$ cat src/rtl/cpu_types_pkg.sv
// Shared pipeline types: controller FSM states, per-latch freeze/flush pair,
// register index type.
package cpu_types_pkg;

    localparam int unsigned REGBITS_W = 5;

    typedef logic [REGBITS_W-1:0] regbits_t;

    typedef enum logic [1:0] {
        RUN,
        DWAIT,
        HALTED
    } pipe_state_t;

    typedef struct packed {
        logic freeze;
        logic flush;
    } latch_ctrl_t;

    localparam latch_ctrl_t LC_PASS   = '{freeze: 1'b0, flush: 1'b0};
    localparam latch_ctrl_t LC_HOLD   = '{freeze: 1'b1, flush: 1'b0};
    localparam latch_ctrl_t LC_BUBBLE = '{freeze: 1'b0, flush: 1'b1};

endpackage

$ cat src/rtl/pipe_ctrl_if.sv
// Hazard/sequencing bundle between the pipeline datapath and pipe_ctrl.
// master = controller side, slave = datapath side.
interface pipe_ctrl_if #(
    parameter int unsigned CNT_W = 16,
    parameter int unsigned REG_W = 5
) ();

    logic             ihit;
    logic             dhit;
    logic [REG_W-1:0] fd_rs;
    logic [REG_W-1:0] fd_rt;
    logic             dx_dREN;
    logic [REG_W-1:0] dx_wsel;
    logic             xm_dREN;
    logic             xm_dWEN;
    logic             branch_taken;
    logic             jump;
    logic             mw_halt;

    logic             pc_en;
    logic             fd_freeze;
    logic             dx_freeze;
    logic             xm_freeze;
    logic             mw_freeze;
    logic             fd_flush;
    logic             dx_flush;
    logic             xm_flush;
    logic             mw_flush;
    logic             halt_out;
    logic [CNT_W-1:0] stall_cnt;
    logic [CNT_W-1:0] flush_cnt;

    modport master (
        input  ihit, dhit, fd_rs, fd_rt, dx_dREN, dx_wsel,
               xm_dREN, xm_dWEN, branch_taken, jump, mw_halt,
        output pc_en, fd_freeze, dx_freeze, xm_freeze, mw_freeze,
               fd_flush, dx_flush, xm_flush, mw_flush,
               halt_out, stall_cnt, flush_cnt
    );

    modport slave (
        output ihit, dhit, fd_rs, fd_rt, dx_dREN, dx_wsel,
               xm_dREN, xm_dWEN, branch_taken, jump, mw_halt,
        input  pc_en, fd_freeze, dx_freeze, xm_freeze, mw_freeze,
               fd_flush, dx_flush, xm_flush, mw_flush,
               halt_out, stall_cnt, flush_cnt
    );

endinterface

$ cat src/rtl/pipe_ctrl_hazard_detect.sv
// Load-use hazard compare: a load in execute whose destination feeds the
// instruction in decode. Register 0 is never a real dependency.
module hazard_detect #(
    parameter int unsigned REG_W = 5
) (
    input  logic [REG_W-1:0] fd_rs,
    input  logic [REG_W-1:0] fd_rt,
    input  logic             dx_dREN,
    input  logic [REG_W-1:0] dx_wsel,
    output logic             lu_hazard
);

    always_comb begin
        lu_hazard = dx_dREN && (dx_wsel != '0) &&
                    ((dx_wsel == fd_rs) || (dx_wsel == fd_rt));
    end

endmodule

$ cat src/rtl/pipe_ctrl.sv
// Pipeline hazard/sequencing controller: per-latch freeze/flush and PC enable,
// data-memory wait / halt FSM, saturating stall and redirect counters.
module pipe_ctrl
    import cpu_types_pkg::*;
#(
    parameter int unsigned CNT_W = 16,
    parameter int unsigned REG_W = 5
) (
    input  logic         CLK,
    input  logic         RST,
    pipe_ctrl_if.master  bus
);

    localparam logic [CNT_W-1:0] CNT_ONE = {{(CNT_W-1){1'b0}}, 1'b1};

    pipe_state_t      state;
    logic             halt_q;
    logic [CNT_W-1:0] stall_q;
    logic [CNT_W-1:0] flush_q;

    logic        lu_hazard;
    logic        pending;
    logic        halting;
    logic        mem_stall;
    logic        redirect;
    logic        redirect_act;
    logic        pc_en;
    latch_ctrl_t fd_c, dx_c, xm_c, mw_c;

    hazard_detect #(.REG_W(REG_W)) u_hazard (
        .fd_rs     (bus.fd_rs),
        .fd_rt     (bus.fd_rt),
        .dx_dREN   (bus.dx_dREN),
        .dx_wsel   (bus.dx_wsel),
        .lu_hazard (lu_hazard)
    );

    always_comb begin
        pending   = bus.xm_dREN || bus.xm_dWEN;
        halting   = (state == HALTED) || bus.mw_halt;
        // A DWAIT cycle that sees dhit is already the advancing cycle.
        mem_stall = !bus.dhit && ((state == DWAIT) || pending);
        redirect  = bus.branch_taken || bus.jump;
    end

    always_comb begin
        pc_en        = 1'b1;
        fd_c         = LC_PASS;
        dx_c         = LC_PASS;
        xm_c         = LC_PASS;
        mw_c         = LC_PASS;
        redirect_act = 1'b0;
        if (RST) begin
            pc_en = 1'b0;
            fd_c  = LC_BUBBLE;
            dx_c  = LC_BUBBLE;
            xm_c  = LC_BUBBLE;
            mw_c  = LC_BUBBLE;
        end else if (halting) begin
            pc_en = 1'b0;
            fd_c  = LC_HOLD;
            dx_c  = LC_HOLD;
            xm_c  = LC_HOLD;
            mw_c  = LC_HOLD;
        end else if (mem_stall) begin
            pc_en = 1'b0;
            fd_c  = LC_HOLD;
            dx_c  = LC_HOLD;
            xm_c  = LC_HOLD;
            mw_c  = LC_BUBBLE;
        end else if (redirect) begin
            // Redirect squashes the dependent instruction, so it beats load-use
            // and a fetch miss (the missed word is discarded by fd_flush).
            redirect_act = 1'b1;
            fd_c         = LC_BUBBLE;
            dx_c         = LC_BUBBLE;
        end else if (lu_hazard) begin
            pc_en = 1'b0;
            fd_c  = LC_HOLD;
            dx_c  = LC_BUBBLE;
        end else if (!bus.ihit) begin
            pc_en = 1'b0;
            fd_c  = LC_BUBBLE;
        end
    end

    always_ff @(posedge CLK) begin
        if (RST) begin
            state  <= RUN;
            halt_q <= 1'b0;
        end else begin
            halt_q <= halting;
            unique case (state)
                RUN: begin
                    if (bus.mw_halt)
                        state <= HALTED;
                    else if (pending && !bus.dhit)
                        state <= DWAIT;
                end
                DWAIT: begin
                    if (bus.mw_halt)
                        state <= HALTED;
                    else if (bus.dhit)
                        state <= RUN;
                end
                HALTED:  state <= HALTED;
                default: state <= RUN;
            endcase
        end
    end

    always_ff @(posedge CLK) begin
        if (RST) begin
            stall_q <= '0;
            flush_q <= '0;
        end else begin
            if (!pc_en && (state != HALTED) && (stall_q != '1))
                stall_q <= stall_q + CNT_ONE;
            if (redirect_act && (flush_q != '1))
                flush_q <= flush_q + CNT_ONE;
        end
    end

    always_comb begin
        bus.pc_en     = pc_en;
        bus.fd_freeze = fd_c.freeze;
        bus.fd_flush  = fd_c.flush;
        bus.dx_freeze = dx_c.freeze;
        bus.dx_flush  = dx_c.flush;
        bus.xm_freeze = xm_c.freeze;
        bus.xm_flush  = xm_c.flush;
        bus.mw_freeze = mw_c.freeze;
        bus.mw_flush  = mw_c.flush;
        bus.halt_out  = halt_q;
        bus.stall_cnt = stall_q;
        bus.flush_cnt = flush_q;
    end

endmodule

$ cat src/flat_wrapper.sv
// flat-port wrapper written by rule: the top's interface ports become plain ports
module pipe_ctrl_flat import cpu_types_pkg::*;
#(
    parameter int unsigned CNT_W = 16,
    parameter int unsigned REG_W = 5
)
  (CLK, RST, bus_ihit, bus_dhit, bus_fd_rs, bus_fd_rt, bus_dx_dREN, bus_dx_wsel, bus_xm_dREN, bus_xm_dWEN, bus_branch_taken, bus_jump, bus_mw_halt, bus_pc_en, bus_fd_freeze, bus_dx_freeze, bus_xm_freeze, bus_mw_freeze, bus_fd_flush, bus_dx_flush, bus_xm_flush, bus_mw_flush, bus_halt_out, bus_stall_cnt, bus_flush_cnt);
  pipe_ctrl_if #(.CNT_W(CNT_W), .REG_W(REG_W)) bus_i ();
  input  logic CLK;
  input  logic RST;
  input wire logic [$bits(bus_i.ihit)-1:0] bus_ihit;
  input wire logic [$bits(bus_i.dhit)-1:0] bus_dhit;
  input wire logic [$bits(bus_i.fd_rs)-1:0] bus_fd_rs;
  input wire logic [$bits(bus_i.fd_rt)-1:0] bus_fd_rt;
  input wire logic [$bits(bus_i.dx_dREN)-1:0] bus_dx_dREN;
  input wire logic [$bits(bus_i.dx_wsel)-1:0] bus_dx_wsel;
  input wire logic [$bits(bus_i.xm_dREN)-1:0] bus_xm_dREN;
  input wire logic [$bits(bus_i.xm_dWEN)-1:0] bus_xm_dWEN;
  input wire logic [$bits(bus_i.branch_taken)-1:0] bus_branch_taken;
  input wire logic [$bits(bus_i.jump)-1:0] bus_jump;
  input wire logic [$bits(bus_i.mw_halt)-1:0] bus_mw_halt;
  output wire logic [$bits(bus_i.pc_en)-1:0] bus_pc_en;
  output wire logic [$bits(bus_i.fd_freeze)-1:0] bus_fd_freeze;
  output wire logic [$bits(bus_i.dx_freeze)-1:0] bus_dx_freeze;
  output wire logic [$bits(bus_i.xm_freeze)-1:0] bus_xm_freeze;
  output wire logic [$bits(bus_i.mw_freeze)-1:0] bus_mw_freeze;
  output wire logic [$bits(bus_i.fd_flush)-1:0] bus_fd_flush;
  output wire logic [$bits(bus_i.dx_flush)-1:0] bus_dx_flush;
  output wire logic [$bits(bus_i.xm_flush)-1:0] bus_xm_flush;
  output wire logic [$bits(bus_i.mw_flush)-1:0] bus_mw_flush;
  output wire logic [$bits(bus_i.halt_out)-1:0] bus_halt_out;
  output wire logic [$bits(bus_i.stall_cnt)-1:0] bus_stall_cnt;
  output wire logic [$bits(bus_i.flush_cnt)-1:0] bus_flush_cnt;
  assign bus_i.ihit = bus_ihit;
  assign bus_i.dhit = bus_dhit;
  assign bus_i.fd_rs = bus_fd_rs;
  assign bus_i.fd_rt = bus_fd_rt;
  assign bus_i.dx_dREN = bus_dx_dREN;
  assign bus_i.dx_wsel = bus_dx_wsel;
  assign bus_i.xm_dREN = bus_xm_dREN;
  assign bus_i.xm_dWEN = bus_xm_dWEN;
  assign bus_i.branch_taken = bus_branch_taken;
  assign bus_i.jump = bus_jump;
  assign bus_i.mw_halt = bus_mw_halt;
  assign bus_pc_en = bus_i.pc_en;
  assign bus_fd_freeze = bus_i.fd_freeze;
  assign bus_dx_freeze = bus_i.dx_freeze;
  assign bus_xm_freeze = bus_i.xm_freeze;
  assign bus_mw_freeze = bus_i.mw_freeze;
  assign bus_fd_flush = bus_i.fd_flush;
  assign bus_dx_flush = bus_i.dx_flush;
  assign bus_xm_flush = bus_i.xm_flush;
  assign bus_mw_flush = bus_i.mw_flush;
  assign bus_halt_out = bus_i.halt_out;
  assign bus_stall_cnt = bus_i.stall_cnt;
  assign bus_flush_cnt = bus_i.flush_cnt;
  pipe_ctrl #(.CNT_W(CNT_W), .REG_W(REG_W)) u_core (.CLK(CLK), .RST(RST), .bus(bus_i));
endmodule
$ cat config.mk
export PLATFORM = sky130hd
export DESIGN_NAME = pipe_ctrl_flat
export DESIGN_NICKNAME = d
export VERILOG_FILES = /design/src/rtl/cpu_types_pkg.sv /design/src/rtl/pipe_ctrl_if.sv /design/src/rtl/pipe_ctrl_hazard_detect.sv /design/src/rtl/pipe_ctrl.sv /design/src/flat_wrapper.sv
export SDC_FILE = /design/constraint.sdc
export NUM_CORES = 1
export LEC_CHECK = 0
export ABC_AREA = 1
export BUFFER_PORTS_ARGS = -buffer_cell sky130_fd_sc_hd__buf_2
export CAP_MARGIN = 40
export CORE_MARGIN = 2
export CORE_UTILIZATION = 52
export CTS_CLUSTER_SIZE = 12
export DETAILED_ROUTE_END_ITERATION = 6
export GPL_TIMING_DRIVEN = 0
export PLACE_DENSITY = 0.93
export SYNTH_ARGS = -nofsm -noshare
export SYNTH_HDL_FRONTEND = slang
export SYNTH_SLANG_ARGS = --single-unit
$ cat constraint.sdc
create_clock -name CLK -period 2.45 [get_ports CLK]
set_clock_uncertainty 0.05 [all_clocks]
set_input_delay 0.49 -clock CLK [delete_from_list [all_inputs] [get_ports CLK]]
set_output_delay 0.49 -clock CLK [all_outputs]
set_load 0.02 [all_outputs]
==> results of run 1 <==
[through the flow]
step / power, µW / utilization / hold slack, ps / area, µm² / instances
after CTS: 1243 / 0.6667 / 402.4 / 2705 / 460
after detailed placement: 791.8 / 0.6420 / 426.7 / 2605 / 452
after global placement: 786.6 / 0.6420 / 413.2 / 2605 / 452
after floorplan: 724.2 / - / 478.9 / 2217 / 337
after global routing: 1296 / 0.6679 / 418.2 / 2710 / 459
final: 1236 / 0.6679 / 400.3 / 2710 / 459
[flip-flops by register name (all words and copies together), names as in the netlist]
signal	flops
u_core.state	2
u_core.bus.flush_cnt	16
u_core.bus.halt_out	1
u_core.bus.stall_cnt	16
[repair_timing]
item	4_1_cts	5_1_grt
gates resized for setup	0	2
endpoints found under the hold margin	0	0
buffers inserted	0	0
setup endpoints to repair	0	1
[kinds of logic after synthesis]
kind of cell / Yosys count
and+or+nand+nor: 183
buffers and inverters: 51
AOI/OAI and AO/OA: 43
DFF: 35
xor gates and xnor gates: 23
adders and majority gates: 2
[worst max-delay path: cells and delay by family (launching register included)]
family,cells,cell delay (ps)
and+or+nand+nor,5,690
buffers and inverters,4,390
DFF,1,310
[how the worst max path moves through the flow]
stage	from	to	depth (start not counted)	slack (ps)
global route	bus_dx_wsel[4]	bus_pc_en	11	80
CTS	u_core.state[0]$_SDFFE_PP0P_	bus_pc_en	10	10
global placement	bus_dx_wsel[4]	bus_pc_en	12	140
finish	u_core.state[0]$_SDFFE_PP0P_	bus_pc_en	9	230
floorplan	bus_fd_rs[4]	bus_fd_flush	9	350
detailed placement	bus_dx_wsel[4]	bus_pc_en	12	90
[where the power goes]
group | switching [µW] | leakage (µW) | internal, µW | total (µW)
Clock | 197 | 0.0000515 | 257 | 454
Sequential | 13.0 | 0.000283 | 579 | 592
Combinational | 121 | 0.000893 | 68.6 | 190
Total | 332 | 0.00123 | 904 | 1240
[layout by cell type (no fill, tap or decap), types with 2 or more instances in the layout]
cell type and n:
ha_1 2, clkbuf_8 7, nand2_1 84, nand3_1 18, xor2_1 15, inv_2 8, dfxtp_1 35, a21oi_1 32
nand2_4 2, nand3_4 2, nand4_1 23, nor3_1 12, nor4_1 3, buf_2 68, xnor2_1 8, buf_4 2
nor2_1 33, clkbuf_1 6, inv_1 31, o21ai_0 7
[routing by layer]
| metal | vias to the layer above | GRT usage | routed length, µm |
|---|---|---|---|
| met4 | 0 | 0.07625 | 63 |
| li1 | 1246 | - | - |
| met2 | 112 | 0.3878 | 2606 |
| met3 | 10 | 0.05378 | 477 |
| met1 | 1065 | 0.3183 | 2530 |
| met5 | - | 0 | 0 |
[layout make-up]
type | count | area (µm²)
plain buffers | 11 | 60.06
clock buffers | 8 | 100.1
fillers | 363 | 1348
inverters | 39 | 146.4
multi-input cells | 251 | 1315
flip-flops and latches | 35 | 700.7
well taps | 50 | 62.56
repair buffers | 65 | 325.3
==> summary.txt, run 1 <==
Setup path
  – Worst Reg2Reg Path Length in Cells: 10
  – Critical Path Max Stage Delay: 310 ps
  – Critical Path AT: 1680 ps
  – R2R setup slack: 380 ps
  – Worst R2R End: u_core.bus.stall_cnt[11]$_SDFFE_PP0P_
  – Crit-path slowest cell: dfxtp_1
  – WS Path Type: reg2out
  – CP Capture Type: output pin
  – Worst endpoint required time: 1910 ps
  – Critical Path Fanout Max: 18
  – Startpoint types: flip-flop
  – Reg-to-reg startpoint: u_core.bus.stall_cnt[0]$_SDFFE_PP0P_
  – Worst path cell trace: inv_1 -> nand2_4 -> nand2_1 -> inv_2 -> nand3_1 -> nor2_1 -> nand2_4 -> inv_1 -> buf_2

Power
  – Peak VDD IR: 0.4447 mV
  – Leak: 0.001227 µW
  – PwrDens: 456.0 nW/µm²

Timing
  – Period minus WS final: 2215 ps
  – Final setup vio count: 0
  – Fmax: 451.4 MHz
  – RSZ-0062 raised after global routing: false
  – Setup_tns: 0 ps
  – Final Hold Viols: 0
  – Final period utilization: 0.9041
  – Slew HR: 0.6798
  – Transition time of the tightest slew-check pin: 480.3 ps
  – Slew Limit Fails: 0
  – Worst setup margin: 234.9 ps

Placed design
  – Hpwl dp: 4.293 mm
  – Placer Congestion: 0.9341
  – Pre-CTS WS: 92.92 ps
  – Number of port buffers: 65

Drt
  – DRC viols: 0
  – Vias: 2433
  – Post-Route WL: 5.677 mm
  – Final ANT Viol Nets: 0
  – Pre-Repair DR Iteration Count: 5
  – WL/cell: 12.37 µm
  – Post-DR vias/cell: 5.301
  – Detailed Route Iter0 Violations: 134

Yosys
  – Yosys warning total: 0
  – Most common cell in the netlist: nand2_1
  – Synth cell types: 29
  – Synth Cell Area: 2217 µm²
  – Mapped Cells: 337
  – Mean Syn Cell Area: 6.579 µm²
  – Post-synthesis sequential area ratio: 0.3160
  – FF+latch count, synth: 35
  – Syn_nets: 364
  – Compound-gate portion of the synthesized area: 0.1021
  – Synth top cells by count: 84 x nand2_1, 35 x dfxtp_1, 33 x nor2_1, 32 x a21oi_1, 31 x inv_1
  – Most used DFF post-synth: dfxtp_1
  – Post-Synth Adder-Cell Area: 0.01129
  – Simple-gate share of the synthesized area: 0.3843
  – Asr flop ratio synth: 0
  – Synth Area in XOR/XNOR: 0.09086
  – Yosys top cell by area: dfxtp_1
  – Largest cells by area after synthesis: dfxtp_1 32%, nand2_1 14%, a21oi_1 7.2%, nand4_1 6.5%, xor2_1 5.9%
  – Largest family of logic cells by synthesized area: simple AND/OR/NAND/NOR gates
  – Yosys top cell area share: 0.3160
  – Post-synthesis mux area share: 0
  – Number of enable flip-flop cells after synthesis: 0

Layout
  – Layout cells sized above 1: 0.2347
  – # nets final: 435
  – Ant diodes: 0
  – Area growth from synthesis to layout: 22.23%

Die
  – Die height: 69.30 µm
  – Die area: 4802 µm²
  – Die Width: 69.30 µm
  – Area of the core: 4058 µm²
  – Initial Util: 0.5464
  – Num rows: 23
  – IO Pins: 67

Clock tree
  – Clock tree sinks: 35
  – Clk slew on worst S/H paths: 70 ps
  – Worst-Skew Late Latency: 280 ps
  – Clock root buffer: clkbuf_8
  – Htree depth: 2
  – Hold-fix buffers, CTS: 0
  – Clock tree buffer depth: 2
  – CTS tree: built
  – Inserted Clock Buffers: 5

Global route
  – GRT Residual Overflow: 0
  – Antenna violations before repair: 0
  – Gr usage total: 0.2400
  – Largest net degree at the start of global routing: 11
  – Vias in the first global route: 2276
  – First-pass GRT wire length: 9.722 mm

Hold path
  – Worst hold endpoint: u_core.state[0]$_SDFFE_PP0P_
  – HP Start: bus_dhit
  – Number of cells on the worst hold path: 3
  – Worst hold path type: in2reg

Status
  – Outcome: finished, final reports clean

Run
  – Max Cap Viol: 0
Note: power is estimated with default switching activity, not from simulation.
==> inputs of run 2 (changes only) <==
ABC_AREA = default   (was 1)
CORE_UTILIZATION = 49   (was 52)
PLACE_DENSITY = 0.91   (was 0.93)
==> run 2 against run 1 <==
Area after synthesis down 16%. Worst setup slack worse by 210 ps. Sequential power up 0.7%. Combinational power up 8%. Final area down 8.5%. Register-to-register slack worse by 320 ps. Total power down 2.6%. Via count down 20%. Worst hold slack better by 38 ps.
==> summary.txt, run 2 <==
Layout
  – # nets final: 336 (-23%)
  – Commonest non-fill, non-tap cell in the layout: buf_2
  – Ant diodes: 0 (unchanged)
  – Fin cells: 358 (-22%)
  – Layout cells sized above 1: 0.3548 (+0.1201)
  – Most frequent cells in the layout: 65 x buf_2, 33 x dfxtp_1, 28 x nor2_1
  – Area growth from synthesis to layout: 32.95%
  – Fin area: 2479 µm² (-8.5%)

Timing
  – Final period utilization: 0.9892 (+0.08508)
  – Setup_tns: 0 ps (unchanged)
  – Transition time of the tightest slew-check pin: 571.3 ps (+91.06 ps)
  – Final setup vio count: 0 (unchanged)
  – Final hold slack: 437.8 ps (+37.57 ps)
  – Final Hold Viols: 0 (unchanged)
  – Fmax: 412.6 MHz (-8.6%)
  – Period minus WS final: 2424 ps (+208.4 ps)
  – Slew Limit Fails: 0 (unchanged)
  – Slew HR: 0.6162 (-0.06364)
  – RSZ-0062 raised after global routing: true

Hold path
  – Worst hold path type: reg2reg

Die
  – Initial Util: 0.5092 (-0.03718)
  – Die Width: 65.68 µm (-5.2%)
  – Die area: 4314 µm² (-10%)
  – Num rows: 22 (-4.3%)
  – Die height: 65.68 µm (-5.2%)
  – Area of the core: 3661 µm² (-9.8%)
  – IO Pins: 67 (unchanged)

Yosys
  – Post-Synth Adder-Cell Area: 0.01342 (+0.002136)
  – Yosys top cell by area: dfxtp_1
  – Largest family of logic cells by synthesized area: simple AND/OR/NAND/NOR gates
  – Syn_nets: 256 (-30%)
  – Mapped Cells: 229 (-32%)
  – FF+latch count, synth: 35 (unchanged)
  – Simple-gate share of the synthesized area: 0.3074 (-0.07693)
  – Synth top cells by count: 35 x dfxtp_1, 28 x nor2_1, 20 x nand3_1, 19 x a21oi_1, 15 x xnor2_1
  – Post-synthesis sequential area ratio: 0.3758 (+0.05981)
  – Mean Syn Cell Area: 8.141 µm² (+24%)
  – Largest cells by area after synthesis: dfxtp_1 38%, xnor2_1 7.0%, nor2_1 5.6%, xor2_1 5.6%, nand3_1 5.4%
  – Most common cell in the netlist: dfxtp_1
  – Most used DFF post-synth: dfxtp_1
  – Synth Area in XOR/XNOR: 0.1268 (+0.03599)
  – Yosys warning total: 0 (unchanged)
  – Post-synthesis mux area share: 0.005369 (+0.005369)
  – Asr flop ratio synth: 0 (unchanged)
  – Synth cell types: 41 (+41%)
  – Synth Cell Area: 1864 µm² (-16%)
  – Number of enable flip-flop cells after synthesis: 0 (unchanged)
  – Compound-gate portion of the synthesized area: 0.1396 (+0.03745)
  – Yosys top cell area share: 0.3758 (+0.05981)

Drt
  – Post-Route WL: 4.763 mm (-16%)
  – Detailed Route Iter0 Violations: 146 (+9.0%)
  – Final ANT Viol Nets: 0 (unchanged)
  – WL/cell: 13.30 µm (+7.6%)
  – Pre-Repair DR Iteration Count: 4 (-1)
  – DRC viols: 0 (unchanged)
  – Post-DR vias/cell: 5.447 (+2.8%)
  – Vias: 1950 (-20%)

Placed design
  – Placed Cells: 343 (-24%)
  – Placed cell areas: 2258 µm² (-13%)
  – Number of port buffers: 66 (+1.5%)
  – Placer Congestion: 0.8412 (-9.9%)
  – Hpwl dp: 3.441 mm (-20%)

Power
  – Leak: 0.001052 µW (-14%)
  – Power share of the clock group: 0.334 (-0.033)
  – PwrDens: 485.6 nW/µm² (+6.5%)
  – Pint: 870.5 µW (-3.7%)
  – Total Power: 1204 µW (-2.6%)
  – Switching part of the total power: 0.2767 (+0.008420)
  – Sw Pwr: 333.0 µW (+0.43%)
  – Peak VDD IR: 0.3455 mV (-22%)
  – Combinational share of power: 0.171 (+0.017)
  – Sequential share of power: 0.495 (+0.016)

Setup path
  – Critical Path Max Stage Delay: 510 ps (+200 ps)
  – Worst endpoint required time: 1910 ps (about the same)
  – WS Path Type: in2out
  – Critical Path Fanout Max: 3 (-15)
  – CP Capture Type: output pin
  – Critical Path Most Common Cell: nand2b_4
  – Worst path cell trace: buf_2 -> or4_4 -> o21ai_2 -> nand2b_4 -> nand2b_4 -> o21ai_4 -> a21oi_2 -> buf_4
  – Startpoint types: input port
  – Critical Path AT: 1880 ps (+200 ps)
  – Crit-path slowest cell: or4_4

Clock tree
  – Clock root buffer: clkbuf_8
  – Hold-fix buffers, CTS: 0 (unchanged)
  – Htree depth: 2 (unchanged)
  – CTS tree: built
  – Clock tree sinks: 35 (unchanged)
  – Clk slew on worst S/H paths: 70 ps (about the same)
  – Clock tree buffer depth: 2 (unchanged)
  – Inserted Clock Buffers: 5 (unchanged)
  – Worst-Skew Late Latency: 280 ps (about the same)

Run
  – Max Cap Viol: 0 (unchanged)

Status
  – Outcome: finished, final reports clean

Global route
  – Antenna violations before repair: 0 (unchanged)
  – Vias in the first global route: 1771 (-22%)
  – Gr usage total: 0.2192 (-0.02080)
  – GRT Residual Overflow: 0 (unchanged)
  – Largest net degree at the start of global routing: 11 (unchanged)
  – First-pass GRT wire length: 7.479 mm (-23%)
run 2: path summary, 6_finish.rpt:
| kind | cells past startpoint | from | end | slack [ps] |
|---|---|---|---|---|
| setup / recovery | 8 | bus_dx_wsel[3] | bus_fd_flush | 30 |
| hold / removal | 2 | u_core.bus.stall_cnt[1]$_SDFFE_PP0P_ | u_core.bus.stall_cnt[1]$_SDFFE_PP0P_ | 440 |
| setup reg to reg | 9 | u_core.bus.stall_cnt[0]$_SDFFE_PP0P_ | u_core.bus.stall_cnt[15]$_SDFFE_PP0P_ | 60 |
| hold reg to reg | 2 | u_core.bus.stall_cnt[1]$_SDFFE_PP0P_ | u_core.bus.stall_cnt[1]$_SDFFE_PP0P_ | 440 |
run 2: layout make-up:
type	instances	area (µm²)
Multi-Input combinational cell	181	1181
Fill cell	321	1182
Buffer	10	47.55
Sequential cell	35	703.2
Inverter	3	11.26
Clock inverter	1	5.005
Timing Repair Buffer	73	394.1
Tap cell	48	60.06
Clock buffer	7	76.32
run 2: stage by stage:
| stage | setup WS [ps] | util |
|---|---|---|
| 6_report | 26.47 | 0.6770 |
| 5_1_grt | -21.94 | 0.6770 |
| 4_1_cts | 4.626 | 0.6521 |
| 3_5_place_dp | -113.2 | 0.6169 |
| 3_3_place_gp | -69.56 | 0.6169 |
| 2_1_floorplan | 70.86 | - |
run 2: layer usage:
layer,vias to the layer above,GRT usage,part of all wire
met1,917,0.2551,0.42
met2,60,0.3889,0.51
met5,-,0,0
li1,966,-,-
met4,0,0.06510,0.012
met3,7,0.05993,0.058
run 2: power groups by stage:
| stage | sequential [µW] | clock, µW | combinational (µW) |
|---|---|---|---|
| 6_report | 596 | 402 | 206 |
| 5_1_grt | 597 | 434 | 224 |
| 4_1_cts | 594 | 403 | 191 |
| 3_5_place_dp | 607 | 0 | 184 |
| 3_3_place_gp | 606 | 0 | 180 |
| 2_1_floorplan | 616 | 0 | 105 |
run 2: worst max-delay path, delay by kind of cell:
| kind | cells | cell delay (ps) |
|---|---|---|
| AO/OA/AOI/OAI | 3 | 340 |
| buffers and inverters | 2 | 280 |
| AND/OR/NAND/NOR | 3 | 790 |
run 2: timing repair:
action                                  4_1_cts  5_1_grt
resized for setup                             6       19
pin swaps                                     2        5
endpoints found under the setup margin        9       19
buffers inserted                              3        4
run 2: cell families after synthesis:
kind of cell | after synthesis
mux | 1
compound gates | 44
simple gates | 107
xor+xnor | 27
flops | 35
buf+inv | 13
fa+ha+maj | 2
==> inputs of run 3 (changes only) <==
CORE_UTILIZATION = 53   (was 49)
PLACE_DENSITY = 0.95   (was 0.91)
SETUP_SLACK_MARGIN = 0.4   (was default)
clock period = 2.8 ns   (was 2.45 ns; I/O delays follow)
==> run 3 against run 2 <==
Worst hold slack gained 19 ps. Flip-flop and latch count is the same. Combinational power increased by 3%. Final cell count grew 0.84%. Critical path type unchanged. Highest routed layer unchanged. Critical path depth is the same. Via count grew 6.6%.
==> summary.txt, run 3 (synthesized netlist as in run 2, its figures left out) <==
Status
  – Outcome: finished, final reports clean

Setup path
  – Crit-path slowest cell: or4_4
  – Critical Path AT: 1920 ps (+40 ps)
  – Startpoint types: input port
  – Critical Path Max Stage Delay: 530 ps (+20 ps)
  – Worst endpoint required time: 2190 ps (+280 ps)
  – CP Capture Type: output pin
  – Worst path cell trace: buf_8 -> or4_4 -> o21ai_2 -> nand2b_4 -> nand2b_4 -> o21ai_4 -> a21oi_4 -> buf_6
  – WS Path Type: in2out
  – Critical Path Fanout Max: 3 (unchanged)
  – R2R setup slack: 470 ps (+410 ps)
  – Critical Path Most Common Cell: nand2b_4

Power
  – Leak: 0.001084 µW (+3.0%)
  – Power share of the clock group: 0.272 (-0.062)
  – Sw Pwr: 310.7 µW (-6.7%)
  – Peak VDD IR: 0.2668 mV (-23%)
  – Total Power: 1011 µW (-16%)
  – Sequential share of power: 0.518 (+0.023)
  – Pint: 700.2 µW (-20%)
  – Combinational share of power: 0.211 (+0.040)
  – Switching part of the total power: 0.3073 (+0.03064)
  – PwrDens: 395.6 nW/µm² (-19%)

Drt
  – Detailed Route Iter0 Violations: 151 (+3.4%)
  – WL/cell: 14.53 µm (+9.2%)
  – Pre-Repair DR Iteration Count: 5 (+1)
  – Final ANT Viol Nets: 0 (unchanged)
  – Post-DR vias/cell: 5.759 (+5.7%)
  – Vias: 2079 (+6.6%)
  – Post-Route WL: 5.244 mm (+10%)
  – DRC viols: 0 (unchanged)

Clock tree
  – CTS tree: built
  – Clock tree buffer depth: 2 (unchanged)
  – Worst-Skew Late Latency: 350 ps (+70 ps)
  – Clk slew on worst S/H paths: 110 ps (+40 ps)
  – Inserted Clock Buffers: 5 (unchanged)
  – Clock root buffer: clkbuf_4
  – Htree depth: 2 (unchanged)
  – Clock tree sinks: 35 (unchanged)

Timing
  – Fmax: 394.9 MHz
  – Final period utilization: 0.9044
  – Final Hold Viols: 0 (unchanged)
  – Period minus WS final: 2532 ps
  – Setup_tns: 0 ps (unchanged)
  – Slew HR: 0.5140 (-0.1022)
  – Final setup vio count: 0 (unchanged)
  – Slew Limit Fails: 0 (unchanged)
  – Worst setup margin: 267.8 ps (+241.3 ps)
  – Transition time of the tightest slew-check pin: 723.4 ps (+152.1 ps)
  – RSZ-0062 raised after global routing: true

Global route
  – Antenna violations before repair: 0 (unchanged)
  – Met2 Track Usage GR: 0.4255 (+0.03664)
  – Vias in the first global route: 1845 (+4.2%)
  – GRT Residual Overflow: 0 (unchanged)
  – Met1 Track Usage GR: 0.2774 (+0.02234)
  – Top Usage Layer GRT: met2
  – Largest net degree at the start of global routing: 12 (+1)
  – Met3 Use GR: 0.04821 (-0.01172)
  – First-pass GRT wire length: 7.803 mm (+4.3%)
  – Gr usage total: 0.2430 (+0.02380)

Layout
  – Area growth from synthesis to layout: 37.05%
  – Ant diodes: 0 (unchanged)
  – # nets final: 341 (+1.5%)
  – Most frequent cells in the layout: 63 x buf_2, 31 x dfxtp_1, 28 x nor2_1
  – Layout cells sized above 1: 0.4000 (+0.04516)
  – Commonest non-fill, non-tap cell in the layout: buf_2

Hold path
  – Worst hold path type: in2reg

Die
  – Die height: 63.31 µm (-3.6%)
  – IO Pins: 67 (unchanged)
  – Initial Util: 0.5543 (+0.04509)
  – Die Width: 63.31 µm (-3.6%)
  – Area of the core: 3363 µm² (-8.1%)
  – Num rows: 21 (-4.5%)
  – Die area: 4008 µm² (-7.1%)

Placed design
  – Placer Congestion: 0.8421 (+0.11%)
  – Pre-CTS WS: 164.7 ps (+277.9 ps)
  – Number of port buffers: 66 (unchanged)
  – Hpwl dp: 3.405 mm (-1.1%)

Run
  – Max Cap Viol: 0 (unchanged)
-- run 3: stage by stage --
step | cells | instance area (µm²) | util | hold WS, ps
final | 361 | 2555 | 0.7597 | 457.2
after global routing | 361 | 2555 | 0.7597 | 468.9
after CTS | 354 | 2437 | 0.7247 | 454.4
after detailed placement | 341 | 2282 | 0.6786 | 444.0
after global placement | 341 | 2282 | 0.6786 | 434.7
after floorplan | 229 | 1894 | - | 403.8
-- run 3: timing repair --
| item | 4_1_cts | 5_1_grt |
|---|---|---|
| setup buffers | 5 | 7 |
| hold endpoints to repair | 0 | 0 |
| endpoints found under the setup margin | 16 | 24 |
| pin swaps | 5 | 6 |
| hold buffers | 0 | 0 |
| gates resized for setup | 19 | 18 |
-- run 3: area by class of cell --
| cell class | instances | area, µm² |
|---|---|---|
| Inverter | 3 | 11.26 |
| Sequential cell | 35 | 708.2 |
| Clock inverter | 3 | 15.01 |
| Tap cell | 46 | 57.56 |
| Clock buffer | 5 | 37.54 |
| Buffer | 10 | 51.30 |
| Multi-Input combinational cell | 181 | 1226 |
| Timing Repair Buffer | 78 | 447.9 |
| Fill cell | 261 | 808.3 |
-- run 3: power by group through the flow --
stage                     Combinational [µW]  Sequential, µW  Clock, µW
after floorplan                         95.3             539          0
after global placement                   161             530          0
after detailed placement                 165             531          0
after CTS                                183             520        272
after global routing                     228             524        296
final                                    213             523        275
-- run 3: per-layer routing --
metal  part of all wire  up-vias
met5                  0        -
met4              0.018        0
met3              0.065       12
met2               0.51       96
met1               0.40      992
li1                   -      979
-- run 3: critical path: cells and delay by family --
| kind | cells | cell delay [ps] |
|---|---|---|
| buffers and inverters | 2 | 220 |
| and+or+nand+nor | 3 | 810 |
| AOI/OAI and AO/OA | 3 | 330 |
-- run 3: final timing paths --
check | start | to | depth (start not counted)
hold / removal | bus_dhit | u_core.state[0]$_SDFFE_PP0P_ | 3
setup reg to reg | u_core.bus.stall_cnt[0]$_SDFFE_PP0P_ | u_core.bus.stall_cnt[12]$_SDFFE_PP0P_ | 9
hold reg to reg | u_core.bus.stall_cnt[8]$_SDFFE_PP0P_ | u_core.bus.stall_cnt[8]$_SDFFE_PP0P_ | 2
setup / recovery | bus_dx_wsel[4] | bus_fd_flush | 8
